===== config.mk =====
export PLATFORM = sky130hd
export DESIGN_NAME = amp_i2c_cfg_seq
export DESIGN_NICKNAME = d
export VERILOG_FILES = /design/src/rtl/amp_i2c_cfg_seq.sv
export SDC_FILE = /design/constraint.sdc
export NUM_CORES = 1
export LEC_CHECK = 0
export ABC_AREA = 1
export ABC_CLOCK_PERIOD_IN_PS = 2870
export BUFFER_PORTS_ARGS = -buffer_cell sky130_fd_sc_hd__buf_2
export CAP_MARGIN = 10
export CORE_ASPECT_RATIO = 0.5
export CORE_MARGIN = 10
export CORE_UTILIZATION = 65
export CTS_CLUSTER_SIZE = 25
export DETAILED_ROUTE_END_ITERATION = 16
export PLACE_DENSITY = 0.91
export SLEW_MARGIN = 20
export SYNTH_ARGS = -nofsm -noshare
export SYNTH_HDL_FRONTEND = slang
export SYNTH_SLANG_ARGS = --single-unit

===== constraint.sdc =====
create_clock -name clk -period 2.87 [get_ports clk]
set_input_delay 0.4305 -clock clk [delete_from_list [all_inputs] [get_ports clk]]
set_output_delay 0.4305 -clock clk [all_outputs]
set_load 0.01 [all_outputs]

===== src/rtl/amp_i2c_cfg_seq.sv =====
// Boot-time amplifier configuration sequencer: walks a small opcode ROM and
// replays it as I2C write transactions with page handling and NACK retries.
module amp_i2c_cfg_seq #(
    parameter int unsigned DIV       = 5,
    parameter int unsigned AW        = 4,
    parameter logic [6:0]  DEV_ADDR  = 7'h20,
    parameter bit          ADDR16    = 1'b0,
    parameter int unsigned MAX_RETRY = 2
) (
    input  logic          clk,
    input  logic          resetb,
    input  logic          start,
    output logic [AW-1:0] rom_addr,
    input  logic [7:0]    rom_data,
    input  logic          sdai,
    output logic          sdao,
    output logic          scl,
    output logic          busy,
    output logic          done,
    output logic          err,
    output logic [AW-1:0] err_addr
);

    localparam int unsigned DW = 8;
    localparam int unsigned RW = 3;
    localparam int unsigned CW = 6;

    localparam logic [2:0] S_IDLE   = 3'd0;
    localparam logic [2:0] S_FETCH  = 3'd1;
    localparam logic [2:0] S_START  = 3'd2;
    localparam logic [2:0] S_SHIFT  = 3'd3;
    localparam logic [2:0] S_ACK    = 3'd4;
    localparam logic [2:0] S_STOP   = 3'd5;
    localparam logic [2:0] S_GAP    = 3'd6;
    localparam logic [2:0] S_FINISH = 3'd7;

    localparam logic [1:0] K_DEV  = 2'd0;
    localparam logic [1:0] K_PAGE = 2'd1;
    localparam logic [1:0] K_REG  = 2'd2;
    localparam logic [1:0] K_DATA = 2'd3;

    logic [2:0]    state_q, state_d;
    logic [DW-1:0] div_q, div_d;
    logic [1:0]    ph_q, ph_d;
    logic [2:0]    bit_q, bit_d;
    logic [7:0]    sh_q, sh_d;
    logic [1:0]    kind_q, kind_d;
    logic [6:0]    op_q, op_d;
    logic          blk_q, blk_d;
    logic [CW-1:0] cnt_q, cnt_d;
    logic [AW-1:0] pc_q, pc_d;
    logic [AW-1:0] op_addr_q, op_addr_d;
    logic [5:0]    page_q, page_d;
    logic [RW-1:0] retry_q, retry_d;
    logic          nack_q, nack_d;
    logic          wrap_q, wrap_d;
    logic          scl_q, scl_d;
    logic          sdao_q, sdao_d;
    logic          busy_q, busy_d;
    logic          done_q, done_d;
    logic          err_q, err_d;
    logic [AW-1:0] err_addr_q, err_addr_d;

    logic          bus_c;
    logic          tick_c;
    logic          load_c;
    logic          inc_pc_c;
    logic [1:0]    kind_nx_c;

    assign bus_c  = (state_q == S_START) || (state_q == S_SHIFT) || (state_q == S_ACK) ||
                    (state_q == S_STOP)  || (state_q == S_GAP);
    assign tick_c = bus_c && (div_q == DW'(DIV - 1));

    // Next-state, byte loading and line levels for the coming cycle
    always_comb begin
        state_d    = state_q;
        div_d      = bus_c ? (tick_c ? '0 : div_q + DW'(1)) : '0;
        ph_d       = ph_q;
        bit_d      = bit_q;
        sh_d       = sh_q;
        kind_d     = kind_q;
        op_d       = op_q;
        blk_d      = blk_q;
        cnt_d      = cnt_q;
        pc_d       = pc_q;
        op_addr_d  = op_addr_q;
        page_d     = page_q;
        retry_d    = retry_q;
        nack_d     = nack_q;
        wrap_d     = wrap_q;
        busy_d     = busy_q;
        done_d     = 1'b0;
        err_d      = err_q;
        err_addr_d = err_addr_q;
        load_c     = 1'b0;
        inc_pc_c   = 1'b0;
        kind_nx_c  = K_DEV;
        scl_d      = 1'b1;
        sdao_d     = 1'b1;

        case (state_q)
            S_IDLE: begin
                if (start) begin
                    state_d = S_FETCH;
                    busy_d  = 1'b1;
                    err_d   = 1'b0;
                    page_d  = '0;
                    pc_d    = '0;
                    retry_d = '0;
                    wrap_d  = 1'b0;
                end
            end
            S_FETCH: begin
                op_addr_d = pc_q;
                if (wrap_q) begin
                    err_d      = 1'b1;
                    err_addr_d = pc_q;
                    state_d    = S_FINISH;
                end else if (!rom_data[7]) begin
                    op_d     = rom_data[6:0];
                    blk_d    = 1'b0;
                    cnt_d    = CW'(1);
                    inc_pc_c = 1'b1;
                    state_d  = S_START;
                    ph_d     = '0;
                end else if (rom_data[7:6] == 2'b10) begin
                    page_d   = rom_data[5:0];
                    inc_pc_c = 1'b1;
                end else if (rom_data[7:5] == 3'b110) begin
                    blk_d    = 1'b1;
                    cnt_d    = (rom_data[4:0] == 5'd0) ? CW'(32) : CW'(rom_data[4:0]);
                    inc_pc_c = 1'b1;
                    state_d  = S_START;
                    ph_d     = '0;
                end else if (rom_data == 8'hFF) begin
                    state_d = S_FINISH;
                end else begin
                    err_d      = 1'b1;
                    err_addr_d = pc_q;
                    state_d    = S_FINISH;
                end
            end
            S_START: begin
                if (tick_c) begin
                    ph_d = ph_q + 2'd1;
                    if (ph_q == 2'd1) begin
                        state_d   = S_SHIFT;
                        ph_d      = '0;
                        load_c    = 1'b1;
                        kind_nx_c = K_DEV;
                    end
                end
            end
            S_SHIFT: begin
                if (tick_c) begin
                    ph_d = ph_q + 2'd1;
                    if (ph_q == 2'd3) begin
                        if (bit_q == 3'd0) begin
                            state_d = S_ACK;
                        end else begin
                            bit_d = bit_q - 3'd1;
                            sh_d  = {sh_q[6:0], 1'b0};
                        end
                    end
                end
            end
            S_ACK: begin
                if (tick_c) begin
                    ph_d = ph_q + 2'd1;
                    if (ph_q == 2'd2) begin
                        nack_d = sdai;
                    end
                    if (ph_q == 2'd3) begin
                        if (nack_q) begin
                            state_d = S_STOP;
                            if (retry_q >= RW'(MAX_RETRY)) begin
                                err_d      = 1'b1;
                                err_addr_d = op_addr_q;
                            end
                        end else if ((kind_q == K_DATA) && (cnt_q == CW'(1))) begin
                            state_d = S_STOP;
                        end else begin
                            state_d = S_SHIFT;
                            load_c  = 1'b1;
                            case (kind_q)
                                K_DEV:   kind_nx_c = ADDR16 ? K_PAGE : K_REG;
                                K_PAGE:  kind_nx_c = K_REG;
                                K_REG:   kind_nx_c = K_DATA;
                                default: begin
                                    kind_nx_c = K_DATA;
                                    cnt_d     = cnt_q - CW'(1);
                                end
                            endcase
                        end
                    end
                end
            end
            S_STOP: begin
                if (tick_c) begin
                    ph_d = ph_q + 2'd1;
                    if (ph_q == 2'd3) begin
                        state_d = S_GAP;
                    end
                end
            end
            S_GAP: begin
                if (tick_c) begin
                    ph_d = ph_q + 2'd1;
                    if (ph_q == 2'd3) begin
                        if (!nack_q) begin
                            retry_d = '0;
                            state_d = S_FETCH;
                        end else if (retry_q < RW'(MAX_RETRY)) begin
                            retry_d = retry_q + RW'(1);
                            pc_d    = op_addr_q;
                            wrap_d  = 1'b0;
                            state_d = S_FETCH;
                        end else begin
                            state_d = S_FINISH;
                        end
                    end
                end
            end
            S_FINISH: begin
                state_d = S_IDLE;
                busy_d  = 1'b0;
                done_d  = 1'b1;
            end
            default: state_d = S_IDLE;
        endcase

        // New byte: device/page/register from registers, register or data from ROM
        if (load_c) begin
            kind_d = kind_nx_c;
            bit_d  = 3'd7;
            case (kind_nx_c)
                K_DEV:  sh_d = {DEV_ADDR, 1'b0};
                K_PAGE: sh_d = {2'b00, page_q};
                K_REG: begin
                    if (blk_q) begin
                        sh_d     = rom_data;
                        inc_pc_c = 1'b1;
                    end else begin
                        sh_d = {1'b0, op_q};
                    end
                end
                default: begin
                    sh_d     = rom_data;
                    inc_pc_c = 1'b1;
                end
            endcase
        end

        if (inc_pc_c) begin
            pc_d = pc_q + AW'(1);
            if (&pc_q) begin
                wrap_d = 1'b1;
            end
        end

        case (state_d)
            S_START: begin
                scl_d  = 1'b1;
                sdao_d = 1'b0;
            end
            S_SHIFT: begin
                scl_d  = ph_d[1];
                sdao_d = sh_d[7];
            end
            S_ACK: begin
                scl_d  = ph_d[1];
                sdao_d = 1'b1;
            end
            S_STOP: begin
                scl_d  = ph_d[1];
                sdao_d = (ph_d == 2'd3);
            end
            default: begin
                scl_d  = 1'b1;
                sdao_d = 1'b1;
            end
        endcase
    end

    always_ff @(posedge clk) begin
        if (!resetb) begin
            state_q    <= S_IDLE;
            div_q      <= '0;
            ph_q       <= '0;
            bit_q      <= '0;
            sh_q       <= '0;
            kind_q     <= K_DEV;
            op_q       <= '0;
            blk_q      <= 1'b0;
            cnt_q      <= '0;
            pc_q       <= '0;
            op_addr_q  <= '0;
            page_q     <= '0;
            retry_q    <= '0;
            nack_q     <= 1'b0;
            wrap_q     <= 1'b0;
            scl_q      <= 1'b1;
            sdao_q     <= 1'b1;
            busy_q     <= 1'b0;
            done_q     <= 1'b0;
            err_q      <= 1'b0;
            err_addr_q <= '0;
        end else begin
            state_q    <= state_d;
            div_q      <= div_d;
            ph_q       <= ph_d;
            bit_q      <= bit_d;
            sh_q       <= sh_d;
            kind_q     <= kind_d;
            op_q       <= op_d;
            blk_q      <= blk_d;
            cnt_q      <= cnt_d;
            pc_q       <= pc_d;
            op_addr_q  <= op_addr_d;
            page_q     <= page_d;
            retry_q    <= retry_d;
            nack_q     <= nack_d;
            wrap_q     <= wrap_d;
            scl_q      <= scl_d;
            sdao_q     <= sdao_d;
            busy_q     <= busy_d;
            done_q     <= done_d;
            err_q      <= err_d;
            err_addr_q <= err_addr_d;
        end
    end

    assign rom_addr = pc_q;
    assign scl      = scl_q;
    assign sdao     = sdao_q;
    assign busy     = busy_q;
    assign done     = done_q;
    assign err      = err_q;
    assign err_addr = err_addr_q;

endmodule


==> flow_summary.toml <==
[die]
fp.dieArea_um2 = 9120
core_area_um2 = 5420
initial_utilization_pct = 66.6
die_height_um = 72.7
ports_placed_on_the_boundary = 25
rows = 19
die_width_um = 125

[timing]
final.setup.tns_ps = 0
final-hold-violation-count = 0
maxSlewViolCount = 0
setup_viol = 0
period_needed_ps = 2220
portion_of_the_clock_cycle_consumed_by_the_worst_path_in_the_final_layout_pct = 77.3
clock_skew_ps = 7.06
rsz0062_at_grt = "false"
fin_hold_ws_ps = 395
timing.fmax_mhz = 451
fin_ws_ps = 653
timing_worst_slew_pin_value_ps = 774
normalized_max_slew_margin_pct = 48.1

[final_layout]
fill_cell_total_of_the_finished_layout = 464
finished_layout_cells = 610
commonest_cells_after_routing_fill_and_taps_aside = "94 x nand2_1, 62 x dfxtp_1, 55 x inv_1, 55 x nor2_1, 40 x nand3_1"
final_nets = 557
final_common_cell = "nand2_1"
stdcell_area_um2 = 3940
post-route-util_pct = 72.8
antenna_cells_inserted = 0
area_delta_synth_final_pct = 9.25
post_route_cells_drive_above_1_share_pct = 17.5

[placed_design]
place_area_um2 = 3780
dp_worst_setup_slack_ps = 723
globalplace.congestion = 0.947
dp_cells = 594
hpwl_um = 6590
place.port_buffers = 24

[global_route]
grt_antenna_before_repair = 0
overflow = 0
maximum_number_of_pins_on_one_net_before_global_route_repair = 28
groute.usage.overall_pct = 19.6
number_of_global_route_vias_before_repair = 3046
grt_first_pass_wirelength_um = 14600

[power_and_ir_drop]
worst_ir_drop_vdd_mv = 0.384
power_density_nw_per_um2 = 524
power.share.sequential_pct = 47.1
clock_power_share_pct = 32.5
p_sw_mw = 0.673
power_report.internal_total_mw = 1.40
total_power_mw = 2.07
comb_power_share_pct = 20.4
power_switching_share_pct = 32.5
leakagePower_nw = 1.74

[clocking]
cts_hold_buffers = 0
post-cts-setup-buffer-count = 0
numClockSinks = 62
clkSlewWorstSetupHoldPaths_ps = 70
clock-root-buffer = "clkbuf_8"
clock_path_buffers = 2
worst_skew_pair.late_latency_ps = 350
post_cts_resize_count = 0
cts_made_buffers = 9
cts-htree-levels = 3
cts_tree = "built"

[run]
maxCapViolations = 0

[worst_setup_path]
critical_path.endpoint_type = "flop"
timing.critical_path.slowest_cell_delay_ps = 430
slowest_stage = "dfxtp_1"
critical_path.cell_chain = "ha_1 -> inv_2 -> nor3_2 -> nand3_1 -> nand2_1 -> o21ai_1 -> o22ai_1 -> nand3_1 -> nand3_1"
path_max_fanout = 7
timing_worst_setup_path_type = "flop to flop"
timing.critical_path.from_type = "flop"
crit_arrival_ps = 2510
critPathMostFrequentCell = "nand3_1"
worstPathRequired_ps = 3160

[yosys]
synth_cells = 506
synth-seq-area-share_pct = 34.4
synthTopCellsByArea = "dfxtp_1 34%, nand2_1 9.8%, inv_1 5.7%, nor2_1 5.7%, nand3_1 5.5%"
ys_seq_elements = 62
share_of_flip_flops_with_an_asynchronous_set_or_reset_after_synthesis_pct = 0
synthesis.area_per_instance_um2 = 7.13
number_of_synthesis_warnings = 0
post_synth_edffs = 0
synth_flop_cell = "dfxtp_1"
syn_area_um2 = 3610
synthDominantCellAreaShare_pct = 34.4
mappedNetlistNets = 531
ys_types = 48
netlist.top_cell.by_area = "dfxtp_1"

[route]
drt_iter0_drc = 319
detail_route.drc_violations = 0
route.vias.total = 3464
dr.pass1.iters = 5
ant_nets = 0
drt-vias-per-instance = 5.68
wirelength_um = 8980
wl_per_cell_um = 14.7

[min_path]
min-delay-path-class = "primary input to flop"

[outcome]
run_status = "completed"
==> kinds of logic (layout without fill, tap and decap cells) <==
| kind of cell | after synthesis | after routing | share of synthesized area (%) |
|---|---|---|---|
| AO/OA/AOI/OAI | 107 | 107 | 17.7 |
| XOR/XNOR | 7 | 7 | 1.70 |
| adder cells (fa/ha/maj) | 13 | 13 | 4.51 |
| buffers and inverters | 81 | 112 | 9.08 |
| flip-flops | 62 | 62 | 34.4 |
| multiplexers | 1 | 1 | 0.277 |
| AND/OR/NAND/NOR | 235 | 235 | 32.3 |
==> routing by layer <==
metal | vias to the layer above | part of all wire (%) | global-route usage (%)
li1 | 1734 | - | -
met1 | 1572 | 47 | 25.2
met2 | 145 | 43 | 30.6
met3 | 13 | 8.6 | 5.87
met4 | 0 | 1.4 | 7.23
met5 | - | 0 | 0
==> sequential cells by signal (all words and copies together), names as in the netlist, 2 cells and up <==
signal	count
ph_q	2
bit_q	3
state_q	3
op_q	7
cnt_q	6
div_q	8
rom_addr	4
kind_q	2
sh_q	8
op_addr_q	4
retry_q	3
err_addr	4
==> cell usage after synthesis (3+ instances only) <==
master / instances
dfxtp_1: 62
o21ai_1: 4
nand2_2: 7
nand3_1: 40
o21ai_2: 3
nor2_4: 4
nand2_1: 94
clkbuf_1: 7
nor2_1: 55
inv_2: 11
a31oi_1: 5
nand4_1: 7
nand3_2: 4
xor2_1: 5
or2_2: 3
nand2_4: 6
o22ai_1: 8
inv_1: 55
a21oi_1: 32
ha_1: 13
a211oi_1: 7
o21ai_0: 37
nor2_2: 4
==> cell type report <==
class | count | area (um^2) | share of cell area [%]
repair buffers | 27 | 143 | 3.62
multi-input cells | 363 | 2040 | 51.7
well taps | 73 | 91.3 | 2.32
clock buffers | 11 | 141 | 3.59
clock inverters | 5 | 25.0 | 0.635
flip-flops and latches | 62 | 1240 | 31.5
inverters | 69 | 262 | 6.63
==> power groups by stage <==
stage,clock network (mW),registers (mW),logic [mW]
after global placement,0,0.989,0.407
after global routing,0.717,0.979,0.473
after floorplan,0,0.988,0.304
after detailed placement,0,0.991,0.415
after CTS,0.684,0.971,0.418
final,0.673,0.973,0.422
==> critical path, delay by kind of cell, from the launching register on <==
family                   cells  cell delay, ps
AO/OA/AOI/OAI                2             290
flip-flops                   1             430
AND/OR/NAND/NOR              5             990
buffers and inverters        1             100
adder cells (fa/ha/maj)      1             360
==> final timing paths <==
check,start,endpoint,slack [ps],cells past startpoint
min,rom_data[2],cnt_q[5],400,3
max,ph_q[0],sdao,650,9
min reg2reg,div_q[0],div_q[0],460,1
max reg2reg,ph_q[0],sdao,650,9
Note: power is estimated with default switching activity, not from simulation.
